<file path="src/rtl/parity_pkg.sv">
// parity_pkg: shared types, defaults and parity helper for the parity receive path.
// Macro PARITY_ODD_EN selects odd parity in exp_par(); even parity otherwise.
package parity_pkg;
   typedef enum logic [1:0] {ST_OK, ST_SUSPECT, ST_ALARM} state_t;
   localparam int DATA_W_DEF = 16;
   localparam int CNT_W_DEF  = 8;
   localparam int RUN_W      = 8;
   // expected parity bit given the XOR of the data bits
   function automatic logic exp_par(input logic xr);
`ifdef PARITY_ODD_EN
      return ~xr;
`else
      return xr;
`endif
   endfunction
endpackage

</file>
<file path="src/rtl/par_reduce.sv">
// par_reduce: combinational XOR reduction of a data word.
// Ports: data (DATA_W) in, par out = XOR of all data bits.
module par_reduce #(
   parameter int DATA_W = 16
) (
   input  logic [DATA_W-1:0] data,
   output logic              par
);
   assign par = ^data;
endmodule

</file>
<file path="src/rtl/parity_check_rx.sv">
// parity_check_rx: parity checker with one-stage valid/ready output register,
// saturating error counter and consecutive-error alarm FSM.
// Ports: clk, rst (sync, active-high); in_valid/in_ready/in_data/in_par upstream;
// out_valid/out_ready/out_data/out_err downstream; err_cnt, alarm status; clr.
// Macro PARITY_ODD_EN selects odd parity (default even).
module parity_check_rx
   import parity_pkg::*;
#(
   parameter int DATA_W       = DATA_W_DEF,
   parameter int CNT_W        = CNT_W_DEF,
   parameter int ALARM_THRESH = 4
) (
   input  logic              clk,
   input  logic              rst,
   input  logic              in_valid,
   output logic              in_ready,
   input  logic [DATA_W-1:0] in_data,
   input  logic              in_par,
   output logic              out_valid,
   input  logic              out_ready,
   output logic [DATA_W-1:0] out_data,
   output logic              out_err,
   output logic [CNT_W-1:0]  err_cnt,
   output logic              alarm,
   input  logic              clr
);
   logic             xr, err, accept;
   state_t           state_q, state_d;
   logic [RUN_W-1:0] run_q, run_d;
   logic [RUN_W:0]   run_inc;
   par_reduce #(.DATA_W(DATA_W)) u_red (.data(in_data), .par(xr));
   assign err      = in_par != exp_par(xr);
   assign in_ready = !out_valid || out_ready;
   assign accept   = in_valid && in_ready;
   assign run_inc  = {1'b0, run_q} + (RUN_W+1)'(1);
   assign alarm    = state_q == ST_ALARM;
   always_ff @(posedge clk) begin
      if (rst) begin
         out_valid <= 1'b0;
         out_data  <= '0;
         out_err   <= 1'b0;
      end else if (accept) begin
         out_valid <= 1'b1;
         out_data  <= in_data;
         out_err   <= err;
      end else if (out_ready) begin
         out_valid <= 1'b0;
      end
   end
   always_ff @(posedge clk) begin
      if (rst || clr)
         err_cnt <= '0;
      else if (accept && err && err_cnt != '1)
         err_cnt <= err_cnt + CNT_W'(1);
   end
   always_ff @(posedge clk) begin
      if (rst) begin
         state_q <= ST_OK;
         run_q   <= '0;
      end else begin
         state_q <= state_d;
         run_q   <= run_d;
      end
   end
   always_comb begin
      state_d = state_q;
      run_d   = run_q;
      if (clr) begin
         state_d = ST_OK;
         run_d   = '0;
      end else if (accept) begin
         case (state_q)
            ST_OK: if (err) begin
               run_d   = RUN_W'(1);
               state_d = (ALARM_THRESH == 1) ? ST_ALARM : ST_SUSPECT;
            end
            ST_SUSPECT: if (err) begin
               run_d   = run_inc[RUN_W-1:0];
               state_d = (run_inc >= (RUN_W+1)'(ALARM_THRESH)) ? ST_ALARM : ST_SUSPECT;
            end else begin
               run_d   = '0;
               state_d = ST_OK;
            end
            default: state_d = ST_ALARM;
         endcase
      end
   end
endmodule

</file>
<file path="config.mk">
export PLATFORM = sky130hd
export DESIGN_NAME = parity_check_rx
export DESIGN_NICKNAME = d
export VERILOG_FILES = /design/src/rtl/parity_pkg.sv /design/src/rtl/par_reduce.sv /design/src/rtl/parity_check_rx.sv
export SDC_FILE = /design/constraint.sdc
export NUM_CORES = 1
export LEC_CHECK = 0
export BUFFER_PORTS_ARGS = -buffer_cell sky130_fd_sc_hd__buf_2
export CAP_MARGIN = 10
export CORE_ASPECT_RATIO = 1.4
export CORE_MARGIN = 2
export CORE_UTILIZATION = 54
export CTS_BUF_LIST = sky130_fd_sc_hd__clkbuf_4
export DETAILED_ROUTE_END_ITERATION = 10
export HOLD_SLACK_MARGIN = 0.05
export PLACE_DENSITY = 0.82
export REMOVE_ABC_BUFFERS = 1
export SETUP_SLACK_MARGIN = 0.05
export SLEW_MARGIN = 20
export SYNTH_ARGS = -nofsm -noshare
export SYNTH_HDL_FRONTEND = slang
export SYNTH_SLANG_ARGS = --single-unit
</file>
<file path="constraint.sdc">
create_clock -name clk -period 3.2 [get_ports clk]
set_input_delay 0.8 -clock clk [delete_from_list [all_inputs] [get_ports clk]]
set_output_delay 0.8 -clock clk [all_outputs]
set_load 0.05 [all_outputs]
</file>
==> impl_results.html <==
<table>
<tr><th>Metric</th><th>Value</th></tr>
<tr><th colspan="2">Outcome</th></tr>
<tr><td>Status</td><td>finished clean</td></tr>
<tr><th colspan="2">Timing</th></tr>
<tr><td>Final Setup Violations</td><td>0</td></tr>
<tr><td>Worst clock skew</td><td>4.18 ps</td></tr>
<tr><td>Max-slew violation count</td><td>0</td></tr>
<tr><td>Timing-limited maximum frequency</td><td>0.388 GHz</td></tr>
<tr><td>RSZ-0062 raised after global routing</td><td>no</td></tr>
<tr><td>Number of hold-slack violations in the final timing report</td><td>0</td></tr>
<tr><td>Tightest slew margin relative to the limit</td><td>56.3%</td></tr>
<tr><td>Total negative slack</td><td>0 ps</td></tr>
<tr><td>Worst Hold Slack</td><td>457 ps</td></tr>
<tr><td>Slew at the pin closest to its max-slew limit</td><td>654 ps</td></tr>
<tr><td>Min Tclk post-route</td><td>2570 ps</td></tr>
<tr><td>Ratio of final minimum period to clock period</td><td>80.4%</td></tr>
<tr><th colspan="2">Routing</th></tr>
<tr><td>Post-Route WL</td><td>3950 um</td></tr>
<tr><td>Number of design-rule violations left by the first detailed-router iteration</td><td>43</td></tr>
<tr><td>Antenna Violating Nets Remaining</td><td>0</td></tr>
<tr><td>DRC viols</td><td>0</td></tr>
<tr><td>Vias per cell</td><td>5.63</td></tr>
<tr><td>First-pass iteration count of the detailed router</td><td>4</td></tr>
<tr><td>Via total after detailed routing</td><td>1717</td></tr>
<tr><td>Average wire per cell in the routed design</td><td>13.0 um</td></tr>
<tr><th colspan="2">Place</th></tr>
<tr><td>Total of buffers placed on input and output ports</td><td>49</td></tr>
<tr><td>Detailed placement HPWL</td><td>2920 um</td></tr>
<tr><td>Global placement routability congestion</td><td>0.822</td></tr>
<tr><th colspan="2">Pwr</th></tr>
<tr><td>Clk pwr share</td><td>23.1%</td></tr>
<tr><td>Part of the power in registers</td><td>46.1%</td></tr>
<tr><td>Combinational share of power</td><td>30.8%</td></tr>
<tr><td>Cell area power density</td><td>499 nW/um^2</td></tr>
<tr><td>Final Total Pwr</td><td>1.05 mW</td></tr>
<tr><td>Worst vdd rail ir drop</td><td>0.306 mV</td></tr>
<tr><td>Standby leakage power</td><td>0.913 nW</td></tr>
<tr><td>Internal power</td><td>0.678 mW</td></tr>
<tr><td>Switching fraction of total power</td><td>35.5%</td></tr>
<tr><td>Switching power total</td><td>0.373 mW</td></tr>
<tr><th colspan="2">Setup path</th></tr>
<tr><td>Element type at the critical path end</td><td>flip-flop</td></tr>
<tr><td>Worst reg2reg path endpoint</td><td>err_cnt[5]$_SDFFE_PP0P_</td></tr>
<tr><td>FF-to-FF Start</td><td>err_cnt[0]$_SDFFE_PP0P_</td></tr>
<tr><td>Worst setup path class</td><td>input pin to flip-flop</td></tr>
<tr><td>Reg-to-reg slack, setup</td><td>1520 ps</td></tr>
<tr><td>Critical path data arrival time</td><td>2780 ps</td></tr>
<tr><td>Biggest cell delay along the critical path</td><td>550 ps</td></tr>
<tr><td>Data required time at the worst endpoint</td><td>3400 ps</td></tr>
<tr><td>CP max FO</td><td>12</td></tr>
<tr><td>Endpoint of the most critical setup path</td><td>run_q[4]$_SDFFE_PP0P_</td></tr>
<tr><td>CP cell instances</td><td>buf_2 &gt; xor2_1 &gt; xnor3_1 &gt; xor3_1 &gt; a31oi_1 &gt; o221ai_1</td></tr>
<tr><td>Type of element launching the critical path</td><td>input pin</td></tr>
<tr><td>Worst path slowest cell</td><td>sky130_fd_sc_hd__xor3_1</td></tr>
<tr><td>Critical path origin</td><td>in_data[1]</td></tr>
<tr><td>Depth of the worst register-to-register path</td><td>6</td></tr>
<tr><th colspan="2">Synth</th></tr>
<tr><td>Number of warnings reported in the yosys synthesis log</td><td>0</td></tr>
<tr><td>Cells after synthesis</td><td>218</td></tr>
<tr><td>Sequential element share of the synthesized area</td><td>40.3%</td></tr>
<tr><td>Top flip-flop cell by instance count after synthesis</td><td>sky130_fd_sc_hd__dfxtp_1</td></tr>
<tr><td>Post-synthesis share of cell area spent on and, or, nand and nor gates</td><td>25.2%</td></tr>
<tr><td>Share of flip-flops with an asynchronous set or reset after synthesis</td><td>0%</td></tr>
<tr><td>Main combinational cell family by area after synthesis</td><td>simple AND/OR/NAND/NOR gates</td></tr>
<tr><td>Share of the synthesized area in compound gates (AO/OA/AOI/OAI)</td><td>15.7%</td></tr>
<tr><td>Post-synthesis share of cell area spent on full adders, half adders and majority gates</td><td>1.40%</td></tr>
<tr><td>Post-synthesis sequential element count</td><td>36</td></tr>
<tr><td>Number of flops mapped to enable cells by yosys</td><td>0</td></tr>
<tr><td>Parity-gate share of the synthesized area counting xor and xnor cells</td><td>11.3%</td></tr>
<tr><td>Fraction of synthesized area in multiplexers</td><td>1.68%</td></tr>
<tr><td>Syn Std Cell Area</td><td>1790 sq um</td></tr>
<tr><td>Mean instance size in the synthesized netlist</td><td>8.21 sq um</td></tr>
<tr><td>Synth cell types</td><td>37</td></tr>
<tr><th colspan="2">Clock network</th></tr>
<tr><td>Count of hold buffers inserted by post-cts repair</td><td>0</td></tr>
<tr><td>Maximum clock insertion buffer count</td><td>2</td></tr>
<tr><td>CTS tree</td><td>done</td></tr>
<tr><td>CTS resizes</td><td>0</td></tr>
<tr><td>Clock-pin slew of the registers on the worst-case setup and hold paths</td><td>100 ps</td></tr>
<tr><td>Inserted Clock Buffers</td><td>5</td></tr>
<tr><td>Clk sinks</td><td>36</td></tr>
<tr><td>Buffers inserted by post-CTS timing repair</td><td>0</td></tr>
<tr><td>Clk Tree Root Cell</td><td>sky130_fd_sc_hd__clkbuf_4</td></tr>
<tr><td>Number of H-tree levels</td><td>2</td></tr>
<tr><td>Clock network latency to the later pin of the worst-skew pair</td><td>330 ps</td></tr>
<tr><th colspan="2">Cells and area</th></tr>
<tr><td>Number of nets in the layout</td><td>289</td></tr>
<tr><td>Share of layout cells above drive strength 1</td><td>22.6%</td></tr>
<tr><td>Relative area change from synthesis to final layout</td><td>17.7%</td></tr>
<tr><td>Diodes inserted</td><td>0</td></tr>
<tr><td>Final core utilization</td><td>66.8%</td></tr>
<tr><th colspan="2">Die</th></tr>
<tr><td>Effective utilization at floorplan</td><td>56.7%</td></tr>
<tr><td>I/O pin count</td><td>50</td></tr>
<tr><td>Die width</td><td>52.7 um</td></tr>
<tr><td>Number of placement rows</td><td>24</td></tr>
<tr><td>Die Area</td><td>3800 sq um</td></tr>
<tr><td>Core region area</td><td>3150 sq um</td></tr>
<tr><td>Vertical die dimension</td><td>72.1 um</td></tr>
<tr><th colspan="2">Global route</th></tr>
<tr><td>GRT Overall Usage</td><td>22.6%</td></tr>
<tr><td>Grt ovf</td><td>0</td></tr>
<tr><td>First-pass GRT wire length</td><td>6610 um</td></tr>
<tr><td>Antenna violations before repair</td><td>0</td></tr>
<tr><td>Vias in the first global route</td><td>1583</td></tr>
<tr><td>Maximum number of pins on one net before global-route repair</td><td>24</td></tr>
<tr><th colspan="2">Min path</th></tr>
<tr><td>Classification of the worst-slack hold path</td><td>flip-flop to flip-flop</td></tr>
<tr><th colspan="2">Job</th></tr>
<tr><td>Max-cap check violation count</td><td>0</td></tr>
</table>
how the worst min path moves through the flow:
| stage | start | end | depth (start not counted) | slack (ps) |
|---|---|---|---|---|
| floorplan | run_q[7]$_SDFFE_PP0P_ | run_q[7]$_SDFFE_PP0P_ | 2 | 450 |
| global placement | out_data[14]$_SDFFE_PP0P_ | out_data[14]$_SDFFE_PP0P_ | 2 | 440 |
| detailed placement | out_data[15]$_SDFFE_PP0P_ | out_data[15]$_SDFFE_PP0P_ | 2 | 440 |
| CTS | out_data[15]$_SDFFE_PP0P_ | out_data[15]$_SDFFE_PP0P_ | 2 | 460 |
| global route | out_data[15]$_SDFFE_PP0P_ | out_data[15]$_SDFFE_PP0P_ | 2 | 480 |
| finish | out_data[10]$_SDFFE_PP0P_ | out_data[10]$_SDFFE_PP0P_ | 2 | 460 |
synthesized netlist by cell type, types with 2 or more instances:
library cell,count,share of area (%)
sky130_fd_sc_hd__and3_1,2,0.70
sky130_fd_sc_hd__clkbuf_1,9,1.9
sky130_fd_sc_hd__xor2_1,2,0.98
sky130_fd_sc_hd__or3_1,5,1.7
sky130_fd_sc_hd__inv_1,8,1.7
sky130_fd_sc_hd__o21ai_0,4,1.1
sky130_fd_sc_hd__nand2b_1,2,0.70
sky130_fd_sc_hd__mux2i_1,3,1.7
sky130_fd_sc_hd__xnor3_1,4,5.0
sky130_fd_sc_hd__a31oi_1,5,1.7
sky130_fd_sc_hd__a21oi_1,23,6.4
sky130_fd_sc_hd__nand2_1,50,10
sky130_fd_sc_hd__o22ai_1,2,0.70
sky130_fd_sc_hd__o221ai_1,5,2.4
sky130_fd_sc_hd__nor2b_1,2,0.70
sky130_fd_sc_hd__a22oi_1,2,0.84
sky130_fd_sc_hd__nor3_1,5,1.4
sky130_fd_sc_hd__nand3_1,8,2.2
sky130_fd_sc_hd__ha_1,2,1.4
sky130_fd_sc_hd__nor4_1,2,0.70
sky130_fd_sc_hd__xnor2_1,8,3.9
sky130_fd_sc_hd__nand4_1,6,2.1
sky130_fd_sc_hd__dfxtp_1,36,40
sky130_fd_sc_hd__nor2_1,10,2.1
state kept, by name (all words and copies together) (netlist names):
register and cells:
state_q 2, out_err 1, run_q 8, out_valid 1, out_data 16, err_cnt 8
stage by stage:
stage / std cells / setup WS, ps / area [sq um]
2_1_floorplan: 207 / 667 / 1740
5_1_grt: 305 / 503 / 2110
3_3_place_gp: 297 / 332 / 2050
4_1_cts: 305 / 662 / 2110
6_report: 305 / 626 / 2110
3_5_place_dp: 297 / 298 / 2050
cell type report:
cell class	instances	area [sq um]
Timing Repair Buffer	51	260
Sequential cell	36	721
Clock buffer	7	52.6
Multi-Input combinational cell	163	990
Fill cell	279	1050
Clock inverter	1	3.75
Tap cell	39	48.8
Inverter	8	30.0
layout by cell type, fill, tap and decap left out, drive strengths merged, types with 2 or more instances in the layout:
cell type / Yosys / routed
a22oi: 2 / 2
nand3: 8 / 8
clkbuf: 9 / 7
nor2b: 2 / 2
and3: 2 / 2
nor3: 5 / 5
nand2b: 2 / 2
xnor3: 4 / 4
dfxtp: 36 / 36
nor2: 10 / 10
a21oi: 23 / 23
inv: 8 / 8
o22ai: 2 / 2
o221ai: 5 / 5
nand2: 50 / 50
xor2: 2 / 2
mux2i: 3 / 3
o21ai: 4 / 4
or3: 5 / 5
nor4: 2 / 2
buf: 2 / 51
nand4: 6 / 6
xnor2: 8 / 8
ha: 2 / 2
a31oi: 5 / 5
worst max-delay path, delay by kind of cell:
family	cells	cell delay, ps
AOI/OAI and AO/OA	2	700
xor gates and xnor gates	3	1170
buffers and inverters	1	110
power groups by stage:
stage                     logic (mW)  clock network (mW)  registers, mW
after global routing           0.353               0.274          0.488
after CTS                      0.325               0.252          0.485
after floorplan                0.178                   0          0.556
after detailed placement       0.324                   0          0.495
after global placement         0.320                   0          0.494
final                          0.324               0.243          0.485
per-layer routing:
| metal | global-route usage, % | wire length [um] | up-vias |
|---|---|---|---|
| li1 | - | - | 858 |
| met1 | 25.9 | 1640 | 796 |
| met2 | 40.3 | 2010 | 56 |
| met3 | 4.73 | 249 | 7 |
| met4 | 8.26 | 58 | 0 |
| met5 | 0 | 0 | - |
cells by family after synthesis:
kind of cell / count (synthesis)
and+or+nand+nor: 97
muxes: 3
DFF: 36
adders and majority gates: 2
AOI/OAI and AO/OA: 46
xor gates and xnor gates: 15
buffers and inverters: 19
No activity file was read; power rests on OpenSTA's default activity.
